### config.mk
export PLATFORM = sky130hd
export DESIGN_NAME = y_arith_pipe
export DESIGN_NICKNAME = d
export VERILOG_FILES = /design/src/rtl/y_arith_pkg.sv /design/src/rtl/y_arith_slice.sv /design/src/rtl/y_arith_pipe.sv
export SDC_FILE = /design/constraint.sdc
export NUM_CORES = 1
export LEC_CHECK = 0
export ABC_AREA = 1
export CAP_MARGIN = 30
export CORE_MARGIN = 2
export CORE_UTILIZATION = 32
export CTS_BUF_LIST = sky130_fd_sc_hd__clkbuf_4
export CTS_CLUSTER_SIZE = 28
export DETAILED_ROUTE_END_ITERATION = 7
export GPL_TIMING_DRIVEN = 0
export PLACE_DENSITY = 0.5
export SKIP_CTS_REPAIR_TIMING = 1
export SYNTH_ARGS = -nofsm -noshare
export SYNTH_HDL_FRONTEND = slang
export SYNTH_HIERARCHICAL = 1
export SYNTH_SLANG_ARGS = --single-unit
### constraint.sdc
create_clock -name clk -period 4.5 [get_ports clk]
set_input_delay 1.35 -clock clk [delete_from_list [all_inputs] [get_ports clk]]
set_output_delay 1.35 -clock clk [all_outputs]
set_load 0.05 [all_outputs]
### src/rtl/y_arith_pkg.sv
// y_arith_pkg -- shared constants and helpers for the pipelined adder/subtractor.
//   OP_ADD / OP_SUB        : encodings of the op-select input c
//   DEF_WIDTH / DEF_STAGES : default operand width and pipeline depth
//   slice_width()          : bits handled by each pipeline slice
//   sat_max() / sat_min()  : signed saturation limits, returned in a wide
//                            vector that callers truncate to their width
// Optional feature macro used by the pipeline: Y_ARITH_SAT_EN.
package y_arith_pkg;

    localparam logic OP_ADD     = 1'b0;
    localparam logic OP_SUB     = 1'b1;

    localparam int   DEF_WIDTH  = 32;
    localparam int   DEF_STAGES = 4;

    // Widest operand the saturation helpers can describe.
    localparam int   MAX_WIDTH  = 128;

    function automatic int slice_width(input int width, input int stages);
        return width / stages;
    endfunction

    // 2^(width-1)-1: (width-1) ones in the low bits.
    function automatic logic [MAX_WIDTH-1:0] sat_max(input int width);
        return {MAX_WIDTH{1'b1}} >> (MAX_WIDTH - width + 1);
    endfunction

    // -2^(width-1) in width-bit two's complement: only the sign bit set.
    function automatic logic [MAX_WIDTH-1:0] sat_min(input int width);
        return {{(MAX_WIDTH-1){1'b0}}, 1'b1} << (width - 1);
    endfunction

endpackage

### src/rtl/y_arith_slice.sv
// y_arith_slice -- purely combinational SW-bit adder slice with carry in/out.
//   a, b : SW-bit slice operands (b already inverted for subtract)
//   cin  : carry into the slice LSB
//   sum  : SW-bit slice sum
//   cout : carry out of the slice MSB
module y_arith_slice #(
    parameter int SW = 8
) (
    input  logic [SW-1:0] a,
    input  logic [SW-1:0] b,
    input  logic          cin,
    output logic [SW-1:0] sum,
    output logic          cout
);

    logic [SW:0] total_s;

    // One extra bit on the sum captures the slice carry-out.
    always_comb begin
        total_s = {1'b0, a} + {1'b0, b} + {{SW{1'b0}}, cin};
    end

    assign sum  = total_s[SW-1:0];
    assign cout = total_s[SW];

endmodule

### src/rtl/y_arith_pipe.sv
// y_arith_pipe -- pipelined WIDTH-bit adder/subtractor, one carry slice per stage.
//   clk, reset_n        : rising-edge clock, asynchronous active-low reset
//   in_valid / in_ready : operand beat handshake (in_ready = not stalled)
//   a, b, c             : signed operands; c selects add (0) or subtract (1)
//   out_valid/out_ready : result handshake with full backpressure
//   z, cout, ovf        : registered result, raw MSB carry, signed overflow
// Optional: with Y_ARITH_SAT_EN defined an extra input 'sat' travels with the
// beat and clamps z to the signed limits when the beat overflows.
// WIDTH must be a multiple of STAGES, 1 <= STAGES <= WIDTH.
module y_arith_pipe
    import y_arith_pkg::*;
#(
    parameter int WIDTH  = DEF_WIDTH,
    parameter int STAGES = DEF_STAGES
) (
    input  logic             clk,
    input  logic             reset_n,
    input  logic             in_valid,
    output logic             in_ready,
    input  logic [WIDTH-1:0] a,
    input  logic [WIDTH-1:0] b,
    input  logic             c,
`ifdef Y_ARITH_SAT_EN
    input  logic             sat,
`endif
    output logic             out_valid,
    input  logic             out_ready,
    output logic [WIDTH-1:0] z,
    output logic             cout,
    output logic             ovf
);

    localparam int SW   = slice_width(WIDTH, STAGES);
    localparam int LAST = STAGES - 1;

`ifdef Y_ARITH_SAT_EN
    localparam logic [WIDTH-1:0] SAT_MAX = WIDTH'(sat_max(WIDTH));
    localparam logic [WIDTH-1:0] SAT_MIN = WIDTH'(sat_min(WIDTH));
`endif

    // Stage registers: entry k holds the beat after slice k has been added.
    logic [STAGES-1:0]            valid_r;
    logic [STAGES-1:0][WIDTH-1:0] a_r;
    logic [STAGES-1:0][WIDTH-1:0] bp_r;
    logic [STAGES-1:0][WIDTH-1:0] z_r;
    logic [STAGES-1:0]            carry_r;
    logic                         ovf_r;

    // Per-stage inputs (previous register, or the ports for stage 0) and results.
    logic [STAGES-1:0]            valid_s;
    logic [STAGES-1:0][WIDTH-1:0] a_s;
    logic [STAGES-1:0][WIDTH-1:0] bp_s;
    logic [STAGES-1:0][WIDTH-1:0] zsrc_s;
    logic [STAGES-1:0][WIDTH-1:0] znext_s;
    logic [STAGES-1:0][WIDTH-1:0] zreg_s;
    logic [STAGES-1:0]            cin_s;
    logic [STAGES-1:0]            carry_s;
    logic [STAGES-1:0][SW-1:0]    sum_s;

`ifdef Y_ARITH_SAT_EN
    logic [STAGES-1:0]            sat_r;
    logic [STAGES-1:0]            sat_s;
`endif

    logic [WIDTH-1:0]             bp_in_s;
    logic [WIDTH-1:0]             zfinal_s;
    logic                         ovf_s;
    logic                         stall_s;
    logic                         advance_s;

    // A single global stall freezes every stage; bubbles never collapse.
    assign stall_s   = valid_r[LAST] & ~out_ready;
    assign advance_s = ~stall_s;
    assign in_ready  = ~stall_s;

    // Subtract is a + ~b + 1: invert b here, the +1 enters as slice-0 carry-in.
    always_comb begin
        bp_in_s = b;
        case (c)
            OP_ADD:  bp_in_s = b;
            OP_SUB:  bp_in_s = ~b;
            default: bp_in_s = b;
        endcase
    end

    for (genvar k = 0; k < STAGES; k++) begin : g_stage
        localparam logic [WIDTH-1:0] SLICE_MASK = WIDTH'({SW{1'b1}}) << (k * SW);

        if (k == 0) begin : g_head
            assign valid_s[k] = in_valid;
            assign a_s[k]     = a;
            assign bp_s[k]    = bp_in_s;
            assign zsrc_s[k]  = {WIDTH{1'b0}};
            assign cin_s[k]   = c;
`ifdef Y_ARITH_SAT_EN
            assign sat_s[k]   = sat;
`endif
        end else begin : g_body
            assign valid_s[k] = valid_r[k-1];
            assign a_s[k]     = a_r[k-1];
            assign bp_s[k]    = bp_r[k-1];
            assign zsrc_s[k]  = z_r[k-1];
            assign cin_s[k]   = carry_r[k-1];
`ifdef Y_ARITH_SAT_EN
            assign sat_s[k]   = sat_r[k-1];
`endif
        end

        y_arith_slice #(
            .SW (SW)
        ) u_slice (
            .a    (a_s[k][k*SW +: SW]),
            .b    (bp_s[k][k*SW +: SW]),
            .cin  (cin_s[k]),
            .sum  (sum_s[k]),
            .cout (carry_s[k])
        );

        // Lower result bits ride along; this stage fills in its own slice.
        assign znext_s[k] = (zsrc_s[k] & ~SLICE_MASK) | (WIDTH'(sum_s[k]) << (k * SW));

        if (k == LAST) begin : g_tail
            assign zreg_s[k] = zfinal_s;
        end else begin : g_mid
            assign zreg_s[k] = znext_s[k];
        end
    end

    // Overflow (and optional clamp) is resolved in the last slice, once z's sign is known.
    always_comb begin
        ovf_s    = (a_s[LAST][WIDTH-1] == bp_s[LAST][WIDTH-1]) &&
                   (znext_s[LAST][WIDTH-1] != a_s[LAST][WIDTH-1]);
        zfinal_s = znext_s[LAST];
`ifdef Y_ARITH_SAT_EN
        if (sat_s[LAST] && ovf_s) begin
            if (a_s[LAST][WIDTH-1]) begin
                zfinal_s = SAT_MIN;
            end else begin
                zfinal_s = SAT_MAX;
            end
        end else begin
            zfinal_s = znext_s[LAST];
        end
`endif
    end

    // Pipeline registers: cleared by reset, loaded only when not stalled.
    always_ff @(posedge clk or negedge reset_n) begin
        if (!reset_n) begin
            valid_r <= {STAGES{1'b0}};
            a_r     <= {(STAGES*WIDTH){1'b0}};
            bp_r    <= {(STAGES*WIDTH){1'b0}};
            z_r     <= {(STAGES*WIDTH){1'b0}};
            carry_r <= {STAGES{1'b0}};
            ovf_r   <= 1'b0;
        end else if (advance_s) begin
            valid_r <= valid_s;
            a_r     <= a_s;
            bp_r    <= bp_s;
            z_r     <= zreg_s;
            carry_r <= carry_s;
            ovf_r   <= ovf_s;
        end
    end

`ifdef Y_ARITH_SAT_EN
    // Saturation request travels with its beat.
    always_ff @(posedge clk or negedge reset_n) begin
        if (!reset_n) begin
            sat_r <= {STAGES{1'b0}};
        end else if (advance_s) begin
            sat_r <= sat_s;
        end
    end
`endif

    assign out_valid = valid_r[LAST];
    assign z         = z_r[LAST];
    assign cout      = carry_r[LAST];
    assign ovf       = ovf_r;

endmodule
==> PnR_summary.wiki <==
{| class="wikitable"
! Metric !! Value
|-
| Area of all sequential standard cells || 4629 um2
|-
| Required time of the critical path || 3.15 ns
|-
| Routed wire per std cell || 13.53 um
|-
| Min Tclk post-route || 4.231 ns
|-
| Maximum clock path buffer count || 2
|-
| Synth Instances || 1,059
|-
| Number of antenna violations at the first check in global routing || 1
|-
| Count of distinct cell types in the synthesized netlist || 24
|-
| Number of setup violations in the final report || 0
|-
| CP max FO || 10
|-
| Via count of the first global-routing pass || 6,410
|-
| Htree depth || 4
|-
| First-pass GRT wire length || 34,460 um
|-
| Netlist Area Pre-Place || 9000 um2
|-
| Layout fillers || 2,883
|-
| Post-synthesis sequential element count || 185
|-
| Clock tree root buffer cell || sky130_fd_sc_hd__clkbuf_4
|-
| Area share of the largest cell type after synthesis || 51.44%
|-
| CP Launch Point || out_ready
|-
| Final weighted congestion of routability-driven global placement || 0.7969
|-
| # placed instances || 1,542
|-
| Clock Sinks || 185
|-
| Total count of max-transition violations in the final report || 0
|-
| Highest achievable clock rate || 0.2363 GHz
|-
| Chain of cells forming the critical path || clkdlybuf4s50_1, nor2_4, inv_2, buf_4, buf_2, dlymetal6s2s_1
|-
| Total number of nets in the final design || 1,288
|-
| Core footprint || 27,710 um2
|-
| Fin cells || 1,575
|-
| CTS buffer count || 17
|-
| Cell at the slowest stage of the critical path || sky130_fd_sc_hd__clkdlybuf4s50_1
|-
| Maximum Capacitance Violations || 0
|-
| Clock slew seen by the registers of the worst setup and hold paths || 0.17 ns
|-
| Post-DR vias/cell || 4.230
|-
| Die height || 171.7 um
|-
| Final period util || 94.03%
|-
| Initial core utilization || 32.48%
|-
| DR DRC count || 0
|-
| Cell Pwr Density || 690.3 nW/um2
|-
| Gr ovfl total || 0
|-
| Unrepaired setup endpoints after global routing || no
|-
| Post-route standard cell area excluding fillers || 10,820 um2
|-
| Hold path start || z_r[35]
|-
| Synth top cells by count || 520 x sky130_fd_sc_hd__nand2_1, 185 x sky130_fd_sc_hd__dfrtp_1, 60 x sky130_fd_sc_hd__inv_1
|-
| Transition time at the pin with the least slew margin || 0.6031 ns
|-
| Hold slack final || 0.4739 ns
|-
| Most instantiated flip-flop cell in the synthesis netlist || sky130_fd_sc_hd__dfrtp_1
|-
| PortBufs || 104
|-
| Fraction of final layout cells sized beyond drive strength 1 || 12.04%
|-
| Multi-input logic area || 3650 um2
|-
| R2r startpoint || a_r[8]
|-
| Clock insertion delay at the later pin of the skew report || 0.60 ns
|-
| Arrival time at the worst endpoint || 2.88 ns
|-
| Detailed Route WL || 21,310 um
|-
| Fin Setup TNS || 0 ns
|-
| Result of the run || complete, no violations
|-
| Hold/Removal Path Class || register to register
|-
| Syn_nets || 1,164
|-
| Global routing usage summed across all routing layers || 15.29%
|-
| Max-slew headroom || 59.79%
|-
| Cell with the most instances after synthesis || sky130_fd_sc_hd__nand2_1
|-
| Core Rows || 61
|-
| Async set or reset register ratio after synthesis || 100.0%
|-
| Setup skew after layout || 0.02369 ns
|-
| Die span in x || 171.7 um
|-
| Fin util || 39.04%
|-
| Post-place instance area || 10,550 um2
|-
| Number of flops mapped to enable cells by yosys || 0
|-
| Maximum number of pins on one net before global-route repair || 118
|-
| Family with the most delay on the worst path || buffers and inverters
|-
| Hpwl dp || 15,820 um
|-
| First-pass detailed-route iteration total || 5
|-
| Average instance area after synthesis || 8.498 um2
|-
| Residual antenna-violating net count after detailed routing || 0
|-
| Clock tree from TritonCTS || built
|-
| Crit start category || input pin
|-
| P_leak || 5.661 nW
|-
| Path type of the worst setup path || input pin to output pin
|-
| I/O pin total || 105
|-
| Dominant cell type by area after synthesis || sky130_fd_sc_hd__dfrtp_1
|-
| Routed vias || 6,662
|-
| Post-synthesis to final-layout area growth || 20.17%
|-
| Count of buffering cells on the critical path with inverters included || 5
|-
| Number of warning messages in the yosys log || 6
|-
| Max rail drop VDD || 186.7 uV
|-
| Type of element capturing the critical path || output pin
|-
| Proportion of synthesized chip area in sequential cells || 51.44%
|-
| Leading post-synthesis cells by cell area || sky130_fd_sc_hd__dfrtp_1 51%, sky130_fd_sc_hd__nand2_1 22%, sky130_fd_sc_hd__ha_1 3.9%
|-
| Number of hold-slack violations in the final timing report || 0
|-
| CP max stage delay || 0.51 ns
|-
| Floorplan die area || 29,480 um2
|-
| Number of DRC markers in iteration 0 || 415
|}
power breakdown:
part / leakage, nW / internal, mW / switching, mW
clock network: 0.142 / 0.242 / 0.648
logic: 3.26 / 1.48 / 2.31
registers: 2.25 / 2.38 / 0.409
routing by layer:
metal	track usage, %	wire length [um]	vias up
met3	2.347	698	27
li1	-	-	3462
met2	24.08	9608	112
met5	0	0	-
met4	5.232	420	0
met1	21.45	10590	3061
worst reg2reg max path: cells and delay by family, from the launching register on:
kind                       cells  cell delay [ns]
AOI/OAI and AO/OA              1             0.06
DFF                            1             0.44
adders and majority gates      2             0.90
and+or+nand+nor                7             0.57
sequential cells by signal, summed over array words and instances, names as in the netlist:
signal	flops
carry_r	4
z	32
z_r	48
a_r	48
valid_r	4
bp_r	48
ovf	1
final cells by class:
type | count | area share, %
timing repair buffer | 105 | 9.949
clock buffer | 17 | 1.180
tap | 378 | 4.373
inverter | 65 | 2.256
antenna | 1 | 0.02314
sequential | 185 | 42.80
multi-input combinational | 733 | 33.75
buffer | 76 | 4.408
clock inverter | 15 | 1.261
final timing paths:
kind / end / slack (ns) / cells past startpoint
max in group asynchronous: a_r[30] / 2.87 / 2
min reg2reg: z_r[67] / 0.47 / 2
max: in_ready / 0.27 / 6
min: z_r[67] / 0.47 / 2
max reg2reg: z_r[46] / 2.42 / 10
min in group asynchronous: a_r[11] / 0.65 / 1
logic make-up after synthesis:
| group | Yosys count | synth area share, % |
|---|---|---|
| buffers and inverters | 141 | 8.008 |
| adder cells (fa/ha/maj) | 36 | 5.672 |
| AND/OR/NAND/NOR | 580 | 26.54 |
| AO/OA/AOI/OAI | 73 | 4.059 |
| XOR/XNOR | 44 | 4.282 |
| flip-flops | 185 | 51.44 |
per-stage QoR:
step                power (mW)  setup slack [ns]
floorplan                5.540             1.221
global placement         6.614            -5.974
detailed placement       6.667           -0.1353
CTS                      7.570           -0.1469
global route             8.155            0.1799
finish                   7.466            0.2687
layout by cell type, fill, tap and decap left out, types with 9 or more instances in the layout:
master and n:
sky130_fd_sc_hd__a21oi_1 12, sky130_fd_sc_hd__buf_2 30, sky130_fd_sc_hd__buf_4 41, sky130_fd_sc_hd__clkbuf_4 17, sky130_fd_sc_hd__clkdlybuf4s50_1 102, sky130_fd_sc_hd__dfrtp_1 185, sky130_fd_sc_hd__ha_1 28, sky130_fd_sc_hd__inv_1 60
sky130_fd_sc_hd__nand2_1 520, sky130_fd_sc_hd__nand2_2 12, sky130_fd_sc_hd__nand3_1 13, sky130_fd_sc_hd__nor2_1 9, sky130_fd_sc_hd__o21ai_0 31, sky130_fd_sc_hd__o21ai_1 30, sky130_fd_sc_hd__xor2_1 36
Note: power is estimated with default switching activity, not from simulation.
